File: src/rtl/tdm_demux_1x8.sv
// Time-division demultiplexer: serial slot stream -> 8 parallel channels.
// Optional macro TDM_DEMUX_PARITY_EN adds a 9th even-parity slot per frame.
module tdm_demux_1x8 #(
    parameter bit REQUIRE_SYNC = 1'b1
`ifdef TDM_DEMUX_PARITY_EN
    , localparam int SEL_W = 4
    , localparam int LAST  = 8
`else
    , localparam int SEL_W = 3
    , localparam int LAST  = 7
`endif
) (
    input  logic             clk,
    input  logic             rst,
    input  logic             en,
    input  logic             din,
    input  logic             frame_sync,
    output logic [7:0]       dout,
    output logic [SEL_W-1:0] sel,
    output logic             frame_valid,
    output logic             locked,
    output logic             sync_err,
    output logic             parity_err
);

    localparam logic [0:0] ST_HUNT = 1'b0;
    localparam logic [0:0] ST_LOCK = 1'b1;

    localparam logic [0:0] ST_RESET = REQUIRE_SYNC ? ST_HUNT : ST_LOCK;

    localparam logic [SEL_W-1:0] SEL_LAST = SEL_W'(LAST);
    localparam logic [SEL_W-1:0] SEL_ONE  = SEL_W'(1);

    logic [0:0]       state_q, state_d;
    logic [SEL_W-1:0] sel_q, sel_d;
    logic [7:0]       shadow_q, shadow_d;
    logic [7:0]       dout_q, dout_d;
    logic             fv_q, fv_d;
    logic             se_q, se_d;
    logic             pe_d;

    logic             slot_go;
    logic             misaligned;
    logic             frame_end;

    // Classify the current enabled slot before deciding the next state.
    always_comb begin
        slot_go    = en && (state_q == ST_LOCK);
        misaligned = slot_go && frame_sync && (sel_q != '0);
        frame_end  = slot_go && !misaligned && (sel_q == SEL_LAST);
    end

    // Next-state: slot steering, frame publish and realignment.
    always_comb begin
        state_d  = state_q;
        sel_d    = sel_q;
        shadow_d = shadow_q;
        dout_d   = dout_q;
        fv_d     = 1'b0;
        se_d     = 1'b0;
        pe_d     = 1'b0;
        if (en && state_q == ST_HUNT) begin
            if (frame_sync) begin
                state_d  = ST_LOCK;
                shadow_d = {7'b0, din};
                sel_d    = SEL_ONE;
            end
        end else if (misaligned) begin
            // Drop the partial frame; this bit becomes slot 0.
            se_d     = 1'b1;
            shadow_d = {7'b0, din};
            sel_d    = SEL_ONE;
        end else if (frame_end) begin
`ifdef TDM_DEMUX_PARITY_EN
            dout_d = shadow_q;
            pe_d   = ^{shadow_q, din};
`else
            dout_d = {din, shadow_q[6:0]};
`endif
            fv_d     = 1'b1;
            sel_d    = '0;
            shadow_d = '0;
        end else if (slot_go) begin
            shadow_d[sel_q[2:0]] = din;
            sel_d                = sel_q + SEL_ONE;
        end
    end

    // State registers with synchronous reset.
    always_ff @(posedge clk) begin
        if (rst) begin
            state_q  <= ST_RESET;
            sel_q    <= '0;
            shadow_q <= '0;
            dout_q   <= '0;
            fv_q     <= 1'b0;
            se_q     <= 1'b0;
        end else begin
            state_q  <= state_d;
            sel_q    <= sel_d;
            shadow_q <= shadow_d;
            dout_q   <= dout_d;
            fv_q     <= fv_d;
            se_q     <= se_d;
        end
    end

`ifdef TDM_DEMUX_PARITY_EN
    logic pe_q;

    // Parity error pulse, aligned with frame_valid.
    always_ff @(posedge clk) begin
        if (rst) begin
            pe_q <= 1'b0;
        end else begin
            pe_q <= pe_d;
        end
    end

    assign parity_err = pe_q;
`else
    logic unused_pe;
    assign unused_pe  = pe_d;
    assign parity_err = 1'b0;
`endif

    assign dout        = dout_q;
    assign sel         = sel_q;
    assign frame_valid = fv_q;
    assign locked      = (state_q == ST_LOCK);
    assign sync_err    = se_q;

endmodule

File: config.mk
export PLATFORM = sky130hd
export DESIGN_NAME = tdm_demux_1x8
export DESIGN_NICKNAME = d
export VERILOG_FILES = /design/src/rtl/tdm_demux_1x8.sv
export SDC_FILE = /design/constraint.sdc
export NUM_CORES = 1
export LEC_CHECK = 0
export BUFFER_PORTS_ARGS = -buffer_cell sky130_fd_sc_hd__buf_4
export CAP_MARGIN = 20
export CORE_UTILIZATION = 45
export CTS_BUF_LIST = sky130_fd_sc_hd__clkbuf_8
export DETAILED_ROUTE_END_ITERATION = 12
export PLACE_DENSITY = 0.74
export SLEW_MARGIN = 30
export SYNTH_ARGS = -nofsm -noshare
export SYNTH_HDL_FRONTEND = slang
export SYNTH_SLANG_ARGS = --single-unit
File: constraint.sdc
create_clock -name clk -period 4.68 [get_ports clk]
set_clock_uncertainty 0.05 [all_clocks]
set_input_delay 0.936 -clock clk [delete_from_list [all_inputs] [get_ports clk]]
set_output_delay 0.936 -clock clk [all_outputs]
set_load 0.005 [all_outputs]
# == After elaboration in Yosys (flattened, before gate mapping) ==
# Index checks and enable logic that the tools add are counted.
# word_totals
ff_bits,22
inputBits,5
# op_classes
add_sub_neg,1
order_cmp,2
n_eq_ne,2
n_mux,15
bitwise_logic,3
n_reduce_logical,15
# ops
op,n
$mux W8,5
$mux W3,5
$bwmux W8,1
$logic_and A1 B1 Y1,7
$lt A3 B4 Y1 const B,1
$reduce_and A2 Y1,2
$reduce_bool A4 Y1,1
$add A3 B1 Y3 const B,1
$demux W1 S3,1
$eq A3 B3 Y1 const B,1
$ge A3 B1 Y1 const B,1
$mux W1,3
$not A1 Y1,3
$reduce_and A3 Y1,1
$reduce_bool A3 Y1,1
$reduce_or A3 Y1,1
$ne A2 B2 Y1 const B,1
$reduce_or A2 Y1,1
$logic_not A1 Y1,1

# == Depth between registers and ports, before layout ==
# logic_depth
ltp_word,9
depth_mapped,8

# == Worst setup path before layout ==
# OpenSTA, ideal clock, no wires.
# synth_timing
kind,reg2reg
startpoint,"register sel_q[0], in the netlist sel[0]"
endpoint,"register dout_q[2], in the netlist dout[2]"
arrival_ns,1.633
required_time_ns,4.502
path_slack_ns,2.870
path_stages_with_launch,9
period_less_slack_ns,1.810
path_cell_list,dfxtp_1 > clkbuf_1 > inv_1 > ha_1 > nor2b_2 > o2111ai_2 > buf_6 > mux2i_1 > nor2_1
# synth_via
elab_chain_cells,6
elab_cells_between_ends,8
classes_between,eq/ne: 1; bitwise: 1; reduce/logical: 6
# synth_lines
item,line_no,rtl
start: declaration,35,"logic [SEL_W-1:0] sel_q, sel_d;"
start signal: assignment,100,sel_q <= sel_d;
$reduce_bool A3 Y1,49,misaligned = slot_go && frame_sync && (sel_q != '0);
$logic_and A1 B1 Y1,49,
$logic_not A1 Y1,50,frame_end = slot_go && !misaligned && (sel_q == SEL_LAST);
$logic_and A1 B1 Y1 (2 in series),50,
$reduce_and A3 Y1 (no source line) *,n/a,
end signal: assignment,102,dout_q <= dout_d;
end: declaration,37,"logic [7:0] dout_q, dout_d;"
# Mark *: on every way between the ends. The rest lies on a longest branch, timed or not.
# A chain may end at the register's enable or synchronous reset.

# == Worst setup path after layout ==
# layout_timing
startpoint,"register sel_q[0], in the netlist sel[0]"
endpoint,"register dout_q[5], in the netlist dout[5]"
# The elaborated chain is that of the path after synthesis.

==> results.py <==
metrics = {
    "route": {
        "drtIter0Drc": 16,
        "vias_per_cell": 5.33,
        "vias": 783,
        "final_antenna_net_count": 0,
        "dr.pass1.iters": 4,
        "drc": 0,
        "wl_per_cell_um": 12.2,
        "routed_wirelength_um": 1790,
    },
    "synthesis": {
        "yosys.area_share.xor_xnor_pct": 0,
        "synth_edf_count": 0,
        "ys.flop_type": "dfxtp_1",
        "synth_compound_area_share_pct": 19.2,
        "netlist_instances": 104,
        "synth-simple-area-share_pct": 18.6,
        "async_flop_share_pct": 0,
        "yosysSeqAreaShare_pct": 43.6,
        "yosysWarnings": 0,
        "synth_fa_ha_area_share_pct": 3.90,
        "synth-seq-cells": 21,
        "syn-num-nets": 112,
        "synth_cell_type_count": 37,
        "synth.area.mux_share_pct": 9.35,
        "avgSynthCellArea_um2": 9.26,
        "synth_area_um2": 963,
        "synth_top_family_by_area": "compound AO/OA/AOI/OAI gates",
    },
    "global_route": {
        "grt_max_degree": 18,
        "grt_pass1_wl_um": 2770,
        "grt.overflow.total": 0,
        "grtUsageTotal_pct": 17.8,
        "grt_pass1_vias": 647,
        "antenna_found_initial": 0,
    },
    "finish": {
        "fillers": 195,
        "multi_input_area_um2": 495,
        "drive_gt1_share_pct": 23.3,
        "syn_to_final_growth_pct": 18.6,
        "final_common_cell": "dfxtp_1",
        "nNetsFinal": 129,
        "antenna_cells": 0,
        "final_cell_mix": "dfxtp_1, buf_4, nor2_1, mux2i_1, nand2_1",
        "final_cells": 147,
        "seq_area_um2": 420,
    },
    "die": {
        "die_area_um2": 2330,
        "die_w_um": 48.3,
        "initial_core_util_pct": 48.6,
        "io_pins": 20,
        "die_h_um": 48.3,
        "rows": 16,
        "core_area_um2": 1980,
    },
    "clock_network": {
        "root_buffer": "clkbuf_8",
        "cts_resized": 0,
        "cts_setup_buffers": 0,
        "numCtsBuffers": 3,
        "ctsHoldBuffers": 0,
        "cts.sink_count": 21,
        "clkTransAtPathRegs_ns": 0.08,
        "clockBufferDepth": 2,
        "htreeDepth": 1,
        "cts_tree": "done",
        "clk_latency_ns": 0.26,
    },
    "worst_setup_path": {
        "worstSetupEndpointType": "flop",
        "cp.required_ns": 4.79,
        "crit_type": "flop to flop",
        "r2r_cells": 6,
        "cp.arrival_ns": 2.17,
        "start_kind": "flop",
        "critPathMaxFanout": 11,
        "r2r_end": "dout[5]",
        "rr_startpoint": "sel[0]",
        "reg2reg_slack_ns": 2.61,
    },
    "sta": {
        "hold_viol": 0,
        "period_minus_slack_ns": 2.07,
        "worst_pin_slew_ns": 0.664,
        "setup_viol": 0,
        "tns_ns": 0,
        "finalMaxSlewViolations": 0,
        "max_freq_mhz": 484,
        "slew_headroom_pct": 55.8,
        "finalCritPeriodShare_pct": 44.1,
        "rsz0062_at_grt": "no",
        "setup_ws_ns": 2.61,
    },
    "placement": {
        "io_buffers": 18,
        "gp_congestion": 0.758,
        "post-place-ws_ns": 2.52,
        "place_inst": 143,
        "dp_hpwl_um": 1220,
    },
    "pwr": {
        "leakage_nw": 0.506,
        "ir_drop_v": 0.000173,
        "power.total_mw": 0.333,
        "power.density_nw_per_um2": 292,
    },
    "min_path": {
        "whs_endpoint": "shadow_q[3]",
        "hp-class": "flop to flop",
        "holdCritStartpoint": "shadow_q[3]",
        "holdPathStages": 2,
    },
    "run_status": {
        "status": "completed",
    },
    "flow_run": {
        "maxCapViolations": 0,
    },
}
==> final cells by class <==
class                      instances  share of cell area, %
inverter                           3                  0.986
timing repair buffer              18                   11.8
clock inverter                     1                  0.438
sequential                        21                   36.8
clock buffer                       3                   3.61
tap                               27                   2.96
multi-input combinational         74                   43.4
==> layer usage <==
metal	part of all wire [%]	up-vias	global-route usage [%]	wire [um]
li1	-	399	-	-
met1	45	349	22.7	799
met2	46	31	27.2	834
met3	6.8	4	3.33	122
met4	2.2	0	11.7	39
met5	0	-	0	0
==> Yosys cell counts, drive strengths merged (2+ instances only) <==
cell type | count | area [um^2]
a21oi | 3 | 18.8
clkbuf | 2 | 7.51
nand3b | 2 | 15.0
nand2b | 3 | 18.8
nor2b | 3 | 21.3
o21ai | 5 | 28.8
nor2 | 13 | 48.8
dfxtp | 21 | 420
ha | 3 | 37.5
nand3 | 3 | 15.0
mux2i | 9 | 90.1
nand2 | 8 | 30.0
buf | 4 | 28.8
o22ai | 5 | 31.3
o21a | 2 | 15.0
inv | 3 | 11.3
==> logic make-up (layout without fill, tap and decap cells) <==
group,Yosys count,count (layout)
and+or+nand+nor,36,36
AOI/OAI and AO/OA,25,25
DFF,21,21
muxes,9,9
buffers and inverters,9,25
adders and majority gates,3,3
other,1,1
==> flip-flops by register name, indices dropped and copies added, names as in the netlist <==
register     count
frame_valid      1
sel              3
locked           1
sync_err         1
dout             8
shadow_q         7
==> metrics by stage <==
| step | area, um^2 | utilization, % | hold slack (ns) |
|---|---|---|---|
| 4_1_cts | 1140 | 57.6 | 0.429 |
| 3_5_place_dp | 1100 | 55.3 | 0.414 |
| 6_report | 1140 | 57.6 | 0.428 |
| 2_1_floorplan | 963 | - | 0.396 |
| 3_3_place_gp | 1100 | 55.3 | 0.413 |
| 5_1_grt | 1140 | 57.6 | 0.441 |
==> worst max-delay path by stage <==
stage | from | depth (start not counted) | slack [ns] | endpoint
after floorplan | sel[0] | 8 | 2.87 | dout[2]
after global placement | frame_sync | 5 | 2.54 | dout[4]
after detailed placement | frame_sync | 5 | 2.52 | dout[5]
after CTS | sel[0] | 6 | 2.62 | dout[5]
after global routing | sel[0] | 6 | 2.44 | dout[5]
final | sel[0] | 6 | 2.61 | dout[5]
==> worst max-delay path, stage by stage (launching register included) <==
cell and delay [ns]:
dfxtp_1 0.54, inv_1 0.12, ha_1 0.20, nor2b_2 0.18
o2111ai_2 0.56, mux2i_1 0.26, nor2_1 0.05
==> power by group <==
group	internal, mW	switching, mW
Clock	0.0594	0.0591
Sequential	0.181	0.00417
Combinational	0.0124	0.0171
(Power assumes the default switching activity.)
